--- config.mk ---
export PLATFORM = sky130hd
export DESIGN_NAME = vdp_cpu_bus_bridge
export DESIGN_NICKNAME = d
export VERILOG_FILES = /design/src/rtl/vdp_bus_pkg.sv /design/src/rtl/vdp_bus_fifo.sv /design/src/rtl/vdp_cpu_bus_bridge.sv
export SDC_FILE = /design/constraint.sdc
export NUM_CORES = 1
export LEC_CHECK = 0
export CAP_MARGIN = 5
export CORE_UTILIZATION = 47
export DETAILED_ROUTE_END_ITERATION = 12
export GPL_ROUTABILITY_DRIVEN = 0
export PLACE_DENSITY = 0.8
export REMOVE_ABC_BUFFERS = 1
export SETUP_SLACK_MARGIN = 0.4
export SLEW_MARGIN = 5
export SYNTH_ARGS = -nofsm -noshare
export SYNTH_HDL_FRONTEND = slang
export SYNTH_SLANG_ARGS = --single-unit
--- constraint.sdc ---
create_clock -name clk -period 2.1 [get_ports clk]
set_input_delay 0.21 -clock clk [delete_from_list [all_inputs] [get_ports clk]]
set_output_delay 0.21 -clock clk [all_outputs]
set_load 0.01 [all_outputs]
--- src/rtl/vdp_bus_pkg.sv ---
// Shared types for the VDP CPU bus bridge: FSM state, posted-write FIFO entry
// and the TI-order bit reversal helper.
package vdp_bus_pkg;

  localparam int MAX_ADDR_W = 8;
  localparam int MAX_DATA_W = 32;

  typedef enum logic [1:0] {
    IDLE,
    WR_REQ,
    RD_REQ
  } state_t;

  // Fields are sized for the widest supported bus; callers cast to ADDR_W/DATA_W.
  typedef struct packed {
    logic [MAX_ADDR_W-1:0] adr;
    logic [MAX_DATA_W-1:0] data;
  } fifo_entry_t;

  // Reverses the low 'width' bits of d; bits at and above 'width' return 0.
  function automatic logic [MAX_DATA_W-1:0] bit_reverse(input logic [MAX_DATA_W-1:0] d,
                                                        input int width);
    logic [MAX_DATA_W-1:0] r;
    r = '0;
    for (int i = 0; i < MAX_DATA_W; i++) begin
      if (i < width) r[i] = d[width-1-i];
    end
    return r;
  endfunction

endpackage

--- src/rtl/vdp_bus_fifo.sv ---
// Posted-write FIFO for the VDP bus bridge: synchronous push/pop with
// full/empty flags and an occupancy count that saturates at DEPTH.
module vdp_bus_fifo
  import vdp_bus_pkg::*;
#(
  parameter int DEPTH = 4,
  localparam int AW = $clog2(DEPTH),
  localparam int LW = AW + 1
) (
  input  logic          clk,
  input  logic          rst_n_w,
  input  logic          push,
  input  fifo_entry_t   din,
  input  logic          pop,
  output fifo_entry_t   dout,
  output logic          full,
  output logic          empty,
  output logic [LW-1:0] level
);

  fifo_entry_t   mem [DEPTH];
  logic [AW-1:0] wr_ptr;
  logic [AW-1:0] rd_ptr;
  logic          do_push;
  logic          do_pop;

  assign full    = (level == LW'(DEPTH));
  assign empty   = (level == '0);
  assign do_push = push & ~full;
  assign do_pop  = pop & ~empty;
  assign dout    = mem[rd_ptr];

  // Pointers wrap naturally because DEPTH is a power of two.
  always_ff @(posedge clk or negedge rst_n_w) begin
    if (!rst_n_w) begin
      wr_ptr <= '0;
      rd_ptr <= '0;
      level  <= '0;
    end else begin
      if (do_push) wr_ptr <= wr_ptr + AW'(1);
      if (do_pop)  rd_ptr <= rd_ptr + AW'(1);
      case ({do_push, do_pop})
        2'b10:   level <= level + LW'(1);
        2'b01:   level <= level - LW'(1);
        default: level <= level;
      endcase
    end
  end

  // NOTE: storage carries no reset; the pointers and level define which entries are valid.
  always_ff @(posedge clk) begin
    if (do_push) mem[wr_ptr] <= din;
  end

endmodule

--- src/rtl/vdp_cpu_bus_bridge.sv ---
// Host-CPU strobe bridge into the VDP REQ/WRT/ADR/DBO/ACK port.
// Define VDP_BUS_STATS_EN to add acknowledged write/read counters.
module vdp_cpu_bus_bridge
  import vdp_bus_pkg::*;
#(
  parameter int SYNC_STAGES = 2,
  parameter int ADDR_W      = 2,
  parameter int DATA_W      = 8,
  parameter int FIFO_DEPTH  = 4,
  parameter int BIT_REVERSE = 1
) (
  input  logic                        clk,
  input  logic                        rst_n_w,
  input  logic                        csr_n,
  input  logic                        csw_n,
  input  logic [ADDR_W-1:0]           mode,
  input  logic [DATA_W-1:0]           cd_in,
  output logic [DATA_W-1:0]           cd_out,
  output logic                        cd_oe,
  output logic                        vdp_req,
  output logic                        vdp_wrt,
  output logic [ADDR_W-1:0]           vdp_adr,
  output logic [DATA_W-1:0]           vdp_dbo,
  input  logic                        vdp_ack,
  input  logic [DATA_W-1:0]           vdp_dbi,
  output logic [$clog2(FIFO_DEPTH):0] fifo_level,
  output logic                        overflow,
  output logic                        collision
`ifdef VDP_BUS_STATS_EN
  ,
  output logic [15:0]                 wr_count,
  output logic [15:0]                 rd_count
`endif
);

  logic [SYNC_STAGES-1:0] csr_sync, csw_sync;
  logic                   csr_filt, csw_filt;
  logic                   csr_filt_d, csw_filt_d;
  logic                   csr_ev, csw_ev, wr_only, rd_only;
  logic [DATA_W-1:0]      cd_cap;
  fifo_entry_t            push_entry, head;
  logic                   fifo_push, fifo_pop, fifo_full, fifo_empty;
  logic                   rd_pending;
  logic [ADDR_W-1:0]      rd_adr;
  state_t                 state;

  // NOTE: every flop here uses non-blocking assignment so the shift chain moves one stage per edge.
  always_ff @(posedge clk or negedge rst_n_w) begin
    if (!rst_n_w) begin
      csr_sync   <= '1;
      csw_sync   <= '1;
      csr_filt   <= 1'b1;
      csw_filt   <= 1'b1;
      csr_filt_d <= 1'b1;
      csw_filt_d <= 1'b1;
    end else begin
      csr_sync <= {csr_sync[SYNC_STAGES-2:0], csr_n};
      csw_sync <= {csw_sync[SYNC_STAGES-2:0], csw_n};
      // Filtered level follows only when the last two stages agree.
      if (csr_sync[SYNC_STAGES-1] == csr_sync[SYNC_STAGES-2]) csr_filt <= csr_sync[SYNC_STAGES-1];
      if (csw_sync[SYNC_STAGES-1] == csw_sync[SYNC_STAGES-2]) csw_filt <= csw_sync[SYNC_STAGES-1];
      csr_filt_d <= csr_filt;
      csw_filt_d <= csw_filt;
    end
  end

  assign csr_ev  = csr_filt_d & ~csr_filt;
  assign csw_ev  = csw_filt_d & ~csw_filt;
  assign wr_only = csw_ev & ~csr_ev;
  assign rd_only = csr_ev & ~csw_ev;

  assign cd_cap = (BIT_REVERSE != 0) ? DATA_W'(bit_reverse(MAX_DATA_W'(cd_in), DATA_W)) : cd_in;
  assign push_entry = '{adr: MAX_ADDR_W'(mode), data: MAX_DATA_W'(cd_cap)};
  assign fifo_push  = wr_only & ~fifo_full;
  assign fifo_pop   = (state == IDLE) & ~fifo_empty;

  vdp_bus_fifo #(
    .DEPTH (FIFO_DEPTH)
  ) u_fifo (
    .clk     (clk),
    .rst_n_w (rst_n_w),
    .push    (fifo_push),
    .din     (push_entry),
    .pop     (fifo_pop),
    .dout    (head),
    .full    (fifo_full),
    .empty   (fifo_empty),
    .level   (fifo_level)
  );

  // Read path is combinational from the pins so CPU access time is met.
  assign cd_out = (BIT_REVERSE != 0) ? DATA_W'(bit_reverse(MAX_DATA_W'(vdp_dbi), DATA_W)) : vdp_dbi;
  assign cd_oe  = ~csr_n & csw_n;

  always_ff @(posedge clk or negedge rst_n_w) begin
    if (!rst_n_w) begin
      state      <= IDLE;
      vdp_req    <= 1'b0;
      vdp_wrt    <= 1'b0;
      vdp_adr    <= '0;
      vdp_dbo    <= '0;
      rd_pending <= 1'b0;
      rd_adr     <= '0;
      overflow   <= 1'b0;
      collision  <= 1'b0;
    end else begin
      if (csw_ev & csr_ev)    collision <= 1'b1;
      if (wr_only & fifo_full) overflow <= 1'b1;
      // A read strobe while one is already pending merges into it.
      if (rd_only & ~rd_pending) begin
        rd_pending <= 1'b1;
        rd_adr     <= mode;
      end

      case (state)
        IDLE: begin
          // Writes drain first so the VDP sees accesses in CPU bus order.
          if (!fifo_empty) begin
            vdp_adr <= ADDR_W'(head.adr);
            vdp_dbo <= DATA_W'(head.data);
            vdp_wrt <= 1'b1;
            vdp_req <= 1'b1;
            state   <= WR_REQ;
          end else if (rd_pending) begin
            vdp_adr <= rd_adr;
            vdp_wrt <= 1'b0;
            vdp_req <= 1'b1;
            state   <= RD_REQ;
          end
        end
        WR_REQ: begin
          if (vdp_ack) begin
            vdp_req <= 1'b0;
            vdp_wrt <= 1'b0;
            state   <= IDLE;
          end
        end
        RD_REQ: begin
          if (vdp_ack) begin
            vdp_req    <= 1'b0;
            vdp_wrt    <= 1'b0;
            rd_pending <= 1'b0;
            state      <= IDLE;
          end
        end
        default: state <= IDLE;
      endcase
    end
  end

`ifdef VDP_BUS_STATS_EN
  always_ff @(posedge clk or negedge rst_n_w) begin
    if (!rst_n_w) begin
      wr_count <= '0;
      rd_count <= '0;
    end else if (vdp_ack) begin
      if (state == WR_REQ && wr_count != 16'hFFFF) wr_count <= wr_count + 16'd1;
      if (state == RD_REQ && rd_count != 16'hFFFF) rd_count <= rd_count + 16'd1;
    end
  end
`endif

endmodule

==> results.ini <==
[timing]
hold_violations=0
setup_ws_ps=89.9
tightest_slew_ps=446
final_max_slew_viol_count=0
fmax_mhz=497
rsz0062_at_grt=true
fin_crit_sh_pct=95.7
finalSetupViolations=0
finalClockSkew_ps=7.27
slew_headroom_pct=70.3
min_period_ps=2010
setup_tns_ps=0

[grt]
grt_max_degree=35
grt_pass1_vias=1527
grt_pass1_wl_um=7520
antenna_found_initial=0
overflow=0
gr-usage-all-layers_pct=16.3

[floorplanning]
die_h_um=82.1
die_x_um=82.1
initial_core_util_pct=49.8
dieArea_sq_mm=0.00674
rows=28
core_sq_mm=0.00606
ios=49

[critical_path]
critPathLaunchType=flop
r2r_slack_ps=90
rr_endpoint=u_fifo.level[2]
worst_path_largest_cell_delay_ps=530
r2r.worst_path.cells=8
endpoint=u_fifo.level[2]
path_max_fanout=2
cp.required_ps=2360
endpoint_kind=flop
crit_buf_inv=1
cp.arrival_ps=2270
r2r-start=csr_filt
path_cells=and2b_2 -> a211oi_4 -> inv_2 -> ha_4 -> fa_2 -> xnor2_1 -> nor2_1 -> xor2_1
path_depth=8
cp_top_family=flip-flops
slowest_stage=dfstp_2
crit_type=reg2reg
cp-startpoint=csr_filt

[cells_and_area]
seqCellArea_sq_mm=0.00206
fill_cells=418
final_cell_mix=edfxtp_1, clkdlybuf4s50_1, dfrtp_1, buf_4, buf_6
mostFrequentLayoutCell=edfxtp_1
layout.nets=265
multiInputGateArea_sq_um=875
antenna_cells=0
drive_gt1_share_pct=35.3
area_growth_syn_to_layout_pct=27.3

[clock_tree]
cts-htree-levels=3
cts_num_sinks=74
clk_latency_ps=340
cts.path.max_buffers=2
ctsHoldBuffers=0
cts_inserted_buffers=9
clkSlewWorstSetupHoldPaths_ps=80
clock-root-buffer=clkbuf_8
cts_tree=done

[place]
pre_cts_slack_ps=31.9
hpwl_um=3300
io_buffers=32

[power]
power_mw=5.29
ir_drop_mv=0.642
power_density_mw_per_mm2=1380
power_leakage_nw=1.48

[yosys]
ys_warn_count=0
yosysSeqAreaShare_pct=68.4
syn_area_per_cell_sq_um=17.3
synthDistinctLibCells=37
syn_inst=174
ys_ff_latch=74
syn_area_sq_mm=0.00302

[route]
ant_nets=0
wl_per_cell_um=16.2
wl_um=5080
drt_iter0_drc=97
first_pass_iters=6
drc=0
vias=1614
viasPerCell=5.16

[status]
status=finished clean

[hold_path]
holdCritPathClass=in2async

[flow_run]
cap_viol_max_count=0

report_power, final:
group / switching (mW) / total, mW / internal [mW]
combinational: 0.818 / 2.05 / 1.23
sequential: 0.255 / 2.15 / 1.89
clock: 0.498 / 1.10 / 0.602
total: 1.57 / 5.29 / 3.72
worst register-to-register path, cell delays in order, from the launching register on:
cell      delay [ps]
dfstp_2          530
and2b_2          240
a211oi_4         180
inv_2             70
ha_4             170
fa_2             330
xnor2_1          120
nor2_1           110
xor2_1           180
metal layers:
| layer | vias to the layer above | routed length (um) | global-route usage, % |
|---|---|---|---|
| met4 | 0 | 106 | 8.42 |
| li1 | 760 | - | - |
| met1 | 807 | 2180 | 19.6 |
| met3 | 9 | 211 | 6.48 |
| met2 | 38 | 2580 | 25.4 |
| met5 | - | 0 | 0 |
cell type report:
class | instances | area share [%]
inverter | 7 | 0.684
multi-input combinational | 81 | 22.8
sequential | 74 | 53.8
clock buffer | 13 | 4.99
clock inverter | 3 | 0.456
tap | 75 | 2.44
timing repair buffer | 60 | 14.9
cell usage after synthesis, drive strengths merged:
| cell type | number | area, sq um |
|---|---|---|
| o21ai | 1 | 5.00 |
| o32ai | 1 | 8.76 |
| dfrtp | 26 | 651 |
| dfstp | 8 | 210 |
| maj3 | 2 | 20.0 |
| o22ai | 2 | 12.5 |
| o41a | 1 | 11.3 |
| mux2 | 12 | 139 |
| nor3b | 1 | 7.51 |
| o2bb2ai | 1 | 8.76 |
| and2 | 4 | 25.0 |
| nor2b | 4 | 25.0 |
| o31a | 1 | 8.76 |
| edfxtp | 40 | 1200 |
| buf | 12 | 92.6 |
| nand2 | 1 | 3.75 |
| a21o | 1 | 7.51 |
| fa | 1 | 20.0 |
| a211o | 1 | 8.76 |
| ha | 8 | 100 |
| a211oi | 2 | 27.5 |
| xor2 | 2 | 17.5 |
| mux4 | 10 | 233 |
| nor3 | 1 | 5.00 |
| or4b | 1 | 10.0 |
| nor2 | 7 | 26.3 |
| a31o | 1 | 8.76 |
| and2b | 1 | 7.51 |
| a21oi | 7 | 35.0 |
| nand2b | 3 | 18.8 |
| xnor2 | 4 | 35.0 |
| inv | 7 | 26.3 |
worst min path at each step:
| stage | end | depth (start not counted) | start |
|---|---|---|---|
| after floorplan | collision | 0 | rst_n_w |
| after global placement | csr_sync[1] | 0 | csr_sync[0] |
| after detailed placement | csr_sync[1] | 0 | csr_sync[0] |
| after CTS | csw_sync[0] | 1 | csw_n |
| after global routing | csr_sync[0] | 1 | csr_n |
| final | vdp_adr[0] | 2 | rst_n_w |
kinds of logic after synthesis:
logic type,count (synthesis),synth area share (%)
mux,22,12.3
buf+inv,19,3.94
flops,74,68.4
simple gates,23,4.27
compound gates,19,4.73
xor+xnor,6,1.74
fa+ha+maj,11,4.65
flip-flops by register name (all words and copies together), names as in the netlist, 2 cells and up:
name,flops
u_fifo.mem,40
u_fifo.rd_ptr,2
csr_sync,2
u_fifo.wr_ptr,2
vdp_dbo,8
csw_sync,2
u_fifo.level,3
rd_adr,2
state,2
vdp_adr,2
metrics by stage:
step           cell area, sq um  hold slack, ps  instances  utilization [%]
2_1_floorplan              2920           -85.6        162                -
3_3_place_gp               3470             358        286             57.2
3_5_place_dp               3470             360        286             57.2
4_1_cts                    3780             280        308             62.3
5_1_grt                    3840             286        313             63.4
6_report                   3840             274        313             63.4
timing repair:
action / in CTS / in global routing
buffers inserted: 5 / 5
gates cloned: 1 / 0
setup endpoints to repair: 39 / 48
pin swaps: 5 / 1
resized for setup: 19 / 7
(Power assumes the default switching activity.)
